## config.mk

```make
export PLATFORM = sky130hd
export DESIGN_NAME = sseg_time_mux
export DESIGN_NICKNAME = d
export VERILOG_FILES = /design/src/rtl/sseg_time_mux.sv
export SDC_FILE = /design/constraint.sdc
export NUM_CORES = 1
export LEC_CHECK = 0
export ABC_AREA = 0
export CORE_ASPECT_RATIO = 1.1
export CORE_MARGIN = 8
export CORE_UTILIZATION = 61
export CTS_BUF_LIST = sky130_fd_sc_hd__clkbuf_16
export DETAILED_ROUTE_END_ITERATION = 6
export GPL_ROUTABILITY_DRIVEN = 0
export GPL_TIMING_DRIVEN = 0
export HOLD_SLACK_MARGIN = 0.15
export PLACE_DENSITY = 0.85
export SLEW_MARGIN = 30
export SYNTH_ARGS = -nofsm -noshare
export SYNTH_HDL_FRONTEND = slang
export SYNTH_SLANG_ARGS = --single-unit
```

## constraint.sdc

```tcl
create_clock -name clk -period 2.75 [get_ports clk]
set_clock_uncertainty 0.15 [all_clocks]
set_input_delay 0.825 -clock clk [delete_from_list [all_inputs] [get_ports clk]]
set_output_delay 0.825 -clock clk [all_outputs]
set_load 0.005 [all_outputs]
```

## src/rtl/sseg_time_mux.sv

```systemverilog
// Four-digit seven-segment time multiplexer with per-slot blanking gap
// and a frame-synchronous double buffer for the displayed patterns.
module sseg_time_mux #(
  parameter int DIGIT_CYC = 50000,
  parameter int BLANK_CYC = 1000,
  parameter int CNT_W     = 16
) (
  input  logic       clk,
  input  logic       reset,
  input  logic [7:0] in0,
  input  logic [7:0] in1,
  input  logic [7:0] in2,
  input  logic [7:0] in3,
  input  logic [3:0] en_mask,
  input  logic       load,
  output logic       busy,
  output logic       frame_tick,
  output logic [3:0] an,
  output logic [7:0] sseg
);

  localparam logic [CNT_W-1:0] LAST = CNT_W'(DIGIT_CYC - 1);
  localparam logic [CNT_W-1:0] BLK  = CNT_W'(BLANK_CYC);

  logic [CNT_W-1:0] r_cnt;
  logic [1:0]       r_sel;
  logic [3:0][7:0]  r_shadow;
  logic [3:0]       r_smask;
  logic [3:0][7:0]  r_pend;
  logic [3:0]       r_pmask;
  logic             r_busy;
  logic             r_tick;
  logic [3:0]       r_an;
  logic [7:0]       r_sseg;

  logic             w_wrap;
  logic             w_bound;
  logic             w_lit;
  logic [3:0]       w_an_nx;
  logic [7:0]       w_sseg_nx;
  logic [3:0][7:0]  w_in;

  always_comb begin
    w_in      = {in3, in2, in1, in0};
    w_wrap    = (r_cnt == LAST);
    w_bound   = w_wrap && (r_sel == 2'd3);
    w_lit     = (r_cnt >= BLK) && r_smask[r_sel];
    w_an_nx   = 4'b1111;
    w_sseg_nx = 8'hFF;
    if (w_lit) begin
      w_an_nx   = ~(4'b0001 << r_sel);
      w_sseg_nx = r_shadow[r_sel];
    end
  end

  always_ff @(posedge clk) begin
    if (reset) begin
      r_cnt    <= '0;
      r_sel    <= 2'd0;
      r_shadow <= {4{8'hFF}};
      r_smask  <= 4'b0000;
      r_pend   <= {4{8'hFF}};
      r_pmask  <= 4'b0000;
      r_busy   <= 1'b0;
      r_tick   <= 1'b0;
      r_an     <= 4'b1111;
      r_sseg   <= 8'hFF;
    end else begin
      r_cnt  <= w_wrap ? '0 : r_cnt + 1'b1;
      r_sel  <= w_wrap ? r_sel + 2'd1 : r_sel;
      r_tick <= w_bound;
      r_an   <= w_an_nx;
      r_sseg <= w_sseg_nx;
      // A load landing on the boundary skips the pending stage entirely.
      if (w_bound) begin
        if (load) begin
          r_shadow <= w_in;
          r_smask  <= en_mask;
        end else if (r_busy) begin
          r_shadow <= r_pend;
          r_smask  <= r_pmask;
        end
        r_busy <= 1'b0;
      end else if (load) begin
        r_pend  <= w_in;
        r_pmask <= en_mask;
        r_busy  <= 1'b1;
      end
    end
  end

  assign busy       = r_busy;
  assign frame_tick = r_tick;
  assign an         = r_an;
  assign sseg       = r_sseg;

endmodule

```

==> summary.txt, run 1 <==
Status
  – Status: finished clean

Timing
  – Fmax achieved: between 300 and 400 MHz
  – Final Hold Fails: 0
  – RSZ-0062 raised after global routing: no
  – Worst Tran Pin Value: between 0.6 and 0.7 ns
  – Final setup viols: 0
  – Rel. slew slack: between 50% and 60%
  – Fin crit share: around 94%
  – Final Max Slew Viols: 0
  – Setup TNS: 0 ns
  – WHS: about 0.33 ns
  – Final Critical Period: 2.60 ns

Layout
  – Area Overhead vs Synth: 20.2%
  – Nets: ~600
  – Layout fillers: a little under 600
  – Ant diodes: 0
  – Commonest non-fill, non-tap cells in the layout: nor2_1, dfxtp_1, mux2i_1, clkdlybuf4s50_1, nor2b_1
  – Share of cells above drive strength 1: 7.14%
  – Most common cell after layout, fill and taps aside: nor2_1

Power
  – Design Power: about 3.3 mW
  – LEAKAGE: between 2 and 2.5 nW
  – PD cells: ~560 nW/um^2
  – Peak supply drop: 0.317 mV

Global routing
  – First-pass GRT wire length: slightly below 20 mm
  – Overall Global Routing Usage: a little over a fifth
  – GRT busiest layer: met2
  – Largest net degree at the start of global routing: 17
  – Met1 Usage GRT: a little over a quarter
  – Total congestion overflow: 0
  – Initial antenna violation count: 0
  – Met3 Use GR: 3.42%
  – Vias in the first global route: roughly 4000
  – GR Layer Usage met2: about 38%

Worst setup path
  – Worst path cell trace: clkdlybuf4s50_1 > clkbuf_2 > clkbuf_1 > a211oi_1 > mux2i_1
  – Slowest cell delay on critical path: ~0.66 ns
  – WS Path Type: input pin to flip-flop
  – CP Max Fanout: 10
  – Worst Setup End Kind: flip-flop
  – CP max stage cell: clkdlybuf4s50_1
  – CP required: between 2 and 3 ns
  – Worst setup SP type: input pin
  – WP data arrival: ~2.7 ns

Detailed routing
  – Detailed Route Iter0 Violations: approximately 150
  – Routed Antenna Nets: 0
  – Detailed-route via count: roughly 4000
  – WL/cell: 17.5 um
  – Vias per cell: 5.78
  – DR DRC count: 0
  – First drt pass iteration count: 5
  – Final WL: 11.9 mm

CTS
  – Worst-Skew Late Latency: around 0.34 ns
  – CTS Buffer Depth: 2
  – Clk pin slew, worst setup/hold paths: 0.07 ns
  – Hold-fix buffers, CTS: 0
  – CTS Root Cell: clkbuf_16
  – CTS tree: done
  – H-tree levels: 3
  – Clock Sinks: around 100
  – Total CTS buffers: 9

Floorplanning
  – Die H: approximately 110 um
  – Die X: roughly 100 um
  – Initial Util: 61.9%
  – Core ar.: between 7000 and 8000 um^2
  – Die area: between 10000 and 15000 um^2
  – Row cnt: 34
  – # IOs: 53

Logic synthesis
  – Flops & latches, synth: 104
  – Synth warn: 0
  – Post-Syn Area per Cell: 9.54 um^2
  – Syn Nets: between 500 and 600
  – Netlist cell types: 36
  – Mapped cell area: just under 5000 um^2
  – Post-synthesis sequential area ratio: between 40% and 50%
  – Cell count after synthesis: between 500 and 600

Placed design
  – Final HPWL DP: approximately 8.5 mm
  – Input/output buffers: 51

Min path
  – Hold Crit Class: flip-flop to flip-flop

Flow run
  – MaxCap Viol Count: 0
report_power, final:
part	switching, mW	internal [mW]
registers	0.0202	1.54
logic	0.148	0.135
clock network	0.547	0.883
metrics by stage:
stage                     cell area, um^2  worst slack (ns)  cells  utilization, %
after detailed placement             5490            -0.385    667            70.1
after global placement               5490            -0.294    667            70.1
final                                5820             0.155    682            74.4
after CTS                            5820             0.193    682            74.4
after floorplan                      4840             0.762    508               -
after global routing                 5820            0.0745    682            74.4
Yosys cell counts:
library cell / count / area (um^2)
a21o_1: 1 / 7.51
nor3b_1: 1 / 7.51
dfxtp_1: 104 / 2080
a31oi_4: 1 / 21.3
a211oi_1: 32 / 240
nor4bb_1: 1 / 10.0
nor4_1: 3 / 18.8
xor2_1: 6 / 52.6
or2_2: 1 / 6.26
nor2_2: 1 / 6.26
nor2b_1: 36 / 225
nor2_1: 118 / 443
or4_1: 2 / 15.0
o311a_1: 1 / 10.0
nand2_1: 8 / 30.0
nand4_1: 5 / 31.3
mux2i_1: 72 / 721
a21oi_1: 4 / 20.0
o21ai_0: 2 / 10.0
o31ai_1: 2 / 15.0
buf_6: 9 / 101
and3_1: 5 / 31.3
nor4_4: 1 / 21.3
mux2_1: 4 / 45.0
buf_2: 3 / 15.0
nand3_1: 10 / 50.1
xnor2_1: 6 / 52.6
and4_1: 1 / 8.76
nand4b_4: 1 / 23.8
nand2b_1: 17 / 106
nor3_1: 2 / 10.0
inv_1: 6 / 22.5
mux4_2: 9 / 203
nor4b_1: 1 / 8.76
ha_1: 6 / 75.1
clkbuf_1: 26 / 97.6
worst max-delay path, delay by kind of cell:
kind	cells	cell delay [ns]
muxes	1	0.19
AOI/OAI and AO/OA	1	0.20
buffers and inverters	3	1.48
final cells by class:
type                            count  area [um^2]  area share (%)
Tap cell                          108          135            2.32
Clock buffer                        9          225            3.87
Timing Repair Buffer               51          510            8.76
Multi-Input combinational cell    360         2530            43.4
Sequential cell                   104         2080            35.7
Inverter                            6         22.5           0.387
Clock inverter                      6          108            1.85
Buffer                             38          215            3.69
cells by family after synthesis:
group,share of synthesized area (%)
AND/OR/NAND/NOR,21.7
flip-flops,43.0
AO/OA/AOI/OAI,6.69
XOR/XNOR,2.17
buffers and inverters,4.88
multiplexers,20.0
adder cells (fa/ha/maj),1.55
worst paths after layout:
path         slack, ns                        to  depth (start not counted)                     from
max               0.15  r_shadow[0]$_SDFFE_PP1P_                          5                     load
min reg2reg       0.33   r_pmask[3]$_SDFFE_PP0P_                          2  r_pmask[3]$_SDFFE_PP0P_
min               0.33   r_pmask[3]$_SDFFE_PP0P_                          2  r_pmask[3]$_SDFFE_PP0P_
max reg2reg       0.50          an[3]$_SDFF_PP1_                          5      r_cnt[5]$_SDFF_PP0_
metal layers:
layer,share of wire (%),up-vias
li1,-,1861
met1,43,1897
met2,49,156
met3,5.6,26
met4,2.4,0
met5,0,-
registers in the layout, indices dropped and copies added, names as in the netlist:
signal and flops:
r_sel 2, r_smask 4, r_pmask 4, busy 1, r_cnt 16, an 4, r_pend 32, r_shadow 32
frame_tick 1, sseg 8
timing repair:
action                                  CTS  global route
endpoints found under the setup margin    4             0
setup buffers                             0             0
hold endpoints to repair                  0             0
gates resized for setup                   1             0
Power figures use the tool's default switching activity.
==> inputs of run 2 (changes only) <==
CORE_UTILIZATION = 68   (was 61)
DONT_BUFFER_PORTS = 1   (was not set)
PLACE_DENSITY = 0.84   (was 0.85)
==> run 2 against run 1 <==
Via count fell by 8.2%. Largest power group unchanged. Final cell count decreased by 11%. Critical path type unchanged. Combinational power decreased by 26%.
==> summary.txt, run 2 (same netlist as run 1, synthesis figures left out) <==
Status
  – Status: finished clean

Worst setup path
  – CP Depth: 5
  – CP max stage cell: clkbuf_1
  – R2R Path Start: r_cnt[5]$_SDFF_PP0_
  – Worst setup SP type: input pin
  – Critical Path Most Common Cell: clkbuf_1
  – Buffers and inverters on the worst path: 3
  – WS Path Type: input pin to flip-flop
  – CP required: roughly 2.9 ns
  – R2R depth: 5
  – CP Max Fanout: 10
  – Slowest cell delay on critical path: ~0.50 ns
  – Worst Setup End Kind: flip-flop
  – Register-to-register setup slack: approximately 0.64 ns
  – Worst path cell trace: clkbuf_1 > clkbuf_1 > clkbuf_1 > nor2_1 > mux2i_1
  – WP data arrival: approximately 2.2 ns
  – Crit-path leading delay family: buffers and inverters
  – R2r endpoint: an[3]$_SDFF_PP1_

Floorplanning
  – Die area: approximately 10000 um^2
  – Row cnt: 32
  – # IOs: 53
  – Core ar.: 6970 um^2
  – Die X: 96.5 um
  – Die H: approximately 100 um
  – Initial Util: between 60% and 70%

CTS
  – Total CTS buffers: 9
  – H-tree levels: 3
  – Clock Sinks: 104
  – Hold-fix buffers, CTS: 0
  – Cts repair resizes: 0
  – Worst-Skew Late Latency: 0.34 ns
  – CTS tree: done
  – Clk pin slew, worst setup/hold paths: 0.07 ns
  – CTS Buffer Depth: 2
  – Setup Buffers After CTS: 0
  – CTS Root Cell: clkbuf_16

Placed design
  – Final HPWL DP: about 7.8 mm
  – Input/output buffers: 0

Power
  – Design Power: around 3.1 mW
  – Cell internal pwr: around 2.4 mW
  – Sequential power share: about 50%
  – LEAKAGE: 2.21 nW
  – Logic gate share of total power: about 7%
  – Net Switching: ~0.74 mW
  – Power share of the clock group: between 40% and 50%
  – Switching Share: 24.0%
  – Peak supply drop: between 0.4 and 0.5 mV
  – PD cells: just under 600 nW/um^2

Global routing
  – Overall Global Routing Usage: a little over a fifth
  – First-pass GRT wire length: between 15 and 20 mm
  – Largest net degree at the start of global routing: 20
  – Total congestion overflow: 0
  – Vias in the first global route: between 3000 and 4000
  – Initial antenna violation count: 0

Min path
  – Hold EP: r_pmask[2]$_SDFFE_PP0P_
  – Hold Crit Class: flip-flop to flip-flop
  – Min-Delay Path Depth: 2
  – Hold Crit Start: r_pmask[2]$_SDFFE_PP0P_

Detailed routing
  – First drt pass iteration count: 5
  – Routed Antenna Nets: 0
  – Final WL: roughly 11 mm
  – Detailed Route Iter0 Violations: 230
  – Vias per cell: between 5 and 6
  – DR DRC count: 0
  – Detailed-route via count: about 3600
  – WL/cell: 17.8 um

Layout
  – Biggest regs: r_pend: 32 flops, r_shadow: 32 flops, r_cnt: 16 flops
  – Area Overhead vs Synth: 8.57%
  – Most common cell after layout, fill and taps aside: nor2_1
  – Ant diodes: 0
  – Nets: roughly 560
  – Commonest non-fill, non-tap cells in the layout: nor2_1, dfxtp_1, mux2i_1, nor2b_1, a211oi_1
  – Share of cells above drive strength 1: around 8%

Timing
  – Setup TNS: 0 ns
  – Fin crit share: between 70 and 80%
  – Final Hold Fails: 0
  – Fmax achieved: 471 MHz
  – Final Critical Period: between 2 and 2.5 ns
  – Worst Tran Pin Value: 0.706 ns
  – Final setup viols: 0
  – RSZ-0062 raised after global routing: no
  – Final Max Slew Viols: 0
  – Rel. slew slack: 53.0%

Flow run
  – MaxCap Viol Count: 0
run 2: cell count changes in the layout (fill, tap and decap cells not counted):
cell	delta
clkinvlp_4	+1
clkbuf_2	-1
bufinv_16	-2
clkinv_4	+1
clkdlybuf4s50_1	-51
clkinv_1	-1
inv_8	+1
clkinv_2	-1
inv_6	+2
clkbuf_1	+1
run 2: tightest hold or removal path, cell delays in order (launching register included):
cell,delay [ns]
dfxtp_1,0.31
nand2b_1,0.06
mux2i_1,0.06
run 2: area by class of cell:
cell class                      instances  area, um^2
Buffer                                 38         214
Clock inverter                          7        83.8
Clock buffer                            9         225
Tap cell                               85         106
Multi-Input combinational cell        360        2530
Inverter                                6        22.5
Sequential cell                       104        2080
Fill cell                             490        1710
run 2: how the worst max path moves through the flow:
stage                              startpoint                   endpoint  slack [ns]
after floorplan                         reset   r_shadow[8]$_SDFFE_PP1P_        0.76
after global placement                  reset  r_shadow[17]$_SDFFE_PP1P_        0.33
after detailed placement                reset    r_pend[14]$_SDFFE_PP1P_        0.27
after CTS                               reset     r_pend[0]$_SDFFE_PP1P_        0.61
after global routing      r_cnt[5]$_SDFF_PP0_           an[3]$_SDFF_PP1_        0.50
final                                   reset     r_pend[0]$_SDFFE_PP1P_        0.63
run 2: stage by stage:
step                      hold slack (ns)  instance area (um^2)  cells  util [%]  setup slack (ns)
after floorplan                     0.287                  4840    508         -             0.762
after global placement              0.304                  4950    593      71.1             0.327
after detailed placement            0.312                  4950    593      71.1             0.273
after CTS                           0.330                  5260    609      75.5             0.614
after global routing                0.360                  5260    609      75.5             0.502
final                               0.324                  5260    609      75.5             0.626
run 2: power groups by stage:
stage                     registers (mW)  clock network (mW)  logic [mW]
after global placement              1.60                   0       0.200
after floorplan                     1.59                   0       0.165
after global routing                1.57                1.39       0.232
final                               1.56                1.33       0.210
after CTS                           1.56                1.33       0.210
after detailed placement            1.60                   0       0.208
run 2: per-layer routing:
| layer | vias up | global-route usage, % | part of all wire, % |
|---|---|---|---|
| met2 | 108 | 35.0 | 49 |
| met5 | - | 0 | 0 |
| met1 | 1725 | 27.3 | 42 |
| met4 | 0 | 8.88 | 2.2 |
| met3 | 20 | 5.27 | 6.8 |
| li1 | 1763 | - | - |
==> inputs of run 3 (changes only) <==
CORE_UTILIZATION = 63   (was 68)
PLACE_DENSITY = 0.79   (was 0.84)
clock period = 2.01 ns   (was 2.75 ns; I/O delays follow)
==> run 3 against run 2 <==
Die area up 6.6%. Critical path depth up 2. Sequential cell count unchanged. Hold slack worse by 0.060 ns. Non-clock buffer count up 4. Via count up 1.3%. Core utilization down 3.8 points. Register-to-register slack worse by 0.59 ns. Wire length up 3.1%. Combinational power up 38%. First-iteration DRC count down 39%. Global-route usage down 0.83 points. Critical path type is now flip-flop to flip-flop.
==> summary.txt, run 3 (same netlist as run 1, synthesis figures left out) <==
CTS
  – Hold-fix buffers, CTS: 0
  – CTS tree: done
  – Worst-Skew Late Latency: approximately 0.34 ns
  – CTS Root Cell: clkbuf_16
  – Total CTS buffers: 9
  – Clk pin slew, worst setup/hold paths: about 0.070 ns
  – CTS Buffer Depth: 2
  – Clock Sinks: 104
  – H-tree levels: 3

Layout
  – Ant diodes: 0
  – Design area: between 5000 and 6000 um^2
  – Area of the multi-input gates: ~2600 um^2
  – Core Util, Final: ~70%
  – Commonest non-fill, non-tap cells in the layout: nor2_1, dfxtp_1, mux2i_1, nor2b_1, a211oi_1
  – Nets: around 570
  – Area Overhead vs Synth: 10.7%
  – Share of cells above drive strength 1: between 10% and 20%
  – Layout fillers: between 500 and 600
  – Most common cell after layout, fill and taps aside: nor2_1
  – Non-Filler Instances: about 630
  – Biggest regs: r_pend: 32 flops, r_shadow: 32 flops, r_cnt: 16 flops
  – Register Area: 2090 um^2

Timing
  – Worst Tran Pin Value: 0.647 ns
  – Final Hold Fails: 0
  – Final setup viols: 0
  – Final Max Slew Viols: 0
  – WHS: about 0.26 ns
  – Final Critical Period: 1.96 ns
  – Fin crit share: between 90% and 100%
  – Rel. slew slack: between 50% and 60%
  – Fmax achieved: between 500 and 600 MHz

Detailed routing
  – Routed Antenna Nets: 0
  – Met3 Wirelength: roughly 630 um
  – DR DRC count: 0
  – M1 WL: ~5 mm
  – WL/cell: 17.7 um
  – Final WL: roughly 11 mm
  – Detailed Route Iter0 Violations: 140
  – Max Used Layer: met4
  – Detailed-route via count: between 3000 and 4000
  – Metal2 WL: between 5 and 6 mm
  – First drt pass iteration count: 4
  – Vias per cell: a little under 6

Global routing
  – Largest net degree at the start of global routing: 17
  – Overall Global Routing Usage: between 20% and 30%
  – Total congestion overflow: 0
  – Initial antenna violation count: 0
  – First-pass GRT wire length: approximately 18 mm
  – Vias in the first global route: about 3700

Power
  – Design Power: 4.26 mW
  – Peak supply drop: between 0.5 and 0.6 mV
  – PD cells: roughly 790 nW/um^2
  – LEAKAGE: 2.24 nW

Floorplanning
  – Die H: 108 um
  – Core ar.: 7470 um^2
  – Die X: between 90 and 100 um
  – Initial Util: roughly 65%
  – # IOs: 53
  – Row cnt: 33
  – Die area: between 10000 and 15000 um^2

Worst setup path
  – WP data arrival: between 2 and 2.5 ns
  – CP required: slightly above 2 ns
  – WS Path Type: flip-flop to flip-flop
  – Worst Setup End Kind: flip-flop
  – CP Max Fanout: 10
  – Worst setup SP type: flip-flop

Placed design
  – Input/output buffers: 0
  – Placed insts: 613
  – Final HPWL DP: roughly 8 mm
  – DP Area: around 5000 um^2

Min path
  – Hold Crit Class: input pin to flip-flop

Flow run
  – MaxCap Viol Count: 0

Status
  – Status: finished clean
==> run 3: cell count changes in the layout (fill, tap and decap cells not counted), sizes merged <==
cell,change
inv,-3
buf,+4
clkinv,-1
clkinvlp,+2
bufinv,+1
==> run 3: power breakdown <==
part	switching [mW]	internal, mW	total [mW]
sequential	0.0273	2.11	2.14
combinational	0.168	0.120	0.289
clock	0.748	1.08	1.83
==> run 3: worst paths after layout <==
check	startpoint	end	slack [ns]	cells past startpoint
worst max-delay path	r_cnt[13]$_SDFF_PP0_	r_shadow[16]$_SDFFE_PP1P_	0.05	7
worst min-delay path	en_mask[1]	r_pmask[1]$_SDFFE_PP0P_	0.26	2
worst min register to register	r_pmask[2]$_SDFFE_PP0P_	r_pmask[2]$_SDFFE_PP0P_	0.32	2
worst max register to register	r_cnt[13]$_SDFF_PP0_	r_shadow[16]$_SDFFE_PP1P_	0.05	7
==> run 3: final cells by class <==
class / instances / area share (%)
multi-input combinational: 360 / 47.7
sequential: 104 / 38.9
clock buffer: 9 / 4.20
buffer: 38 / 4.18
tap: 105 / 2.45
clock inverter: 6 / 1.61
timing repair buffer: 4 / 0.560
inverter: 6 / 0.420
==> run 3: stage by stage <==
step	setup TNS, ns	worst slack [ns]
6_report	0	0.0513
5_1_grt	-0.00211	-0.00211
4_1_cts	0	0.0220
3_5_place_dp	-9.04	-0.231
3_3_place_gp	-7.35	-0.175
2_1_floorplan	0	0.214
==> run 3: metal layers <==
layer,up-vias,global-route usage (%)
met5,-,0
met3,20,4.69
met1,1788,24.9
met2,86,35.7
li1,1770,-
met4,0,10.2
==> run 3: worst max-delay path, stage by stage (launching register included) <==
cell	delay, ns
dfxtp_2	0.35
nor4_4	0.38
and3_1	0.24
buf_6	0.14
nand4b_4	0.11
buf_8	0.17
buf_6	0.15
mux2i_1	0.13
==> run 3: repair_timing <==
item,4_1_cts,5_1_grt
setup buffers,0,4
resized for setup,3,14
endpoints found under the setup margin,25,87
pin swaps,1,1
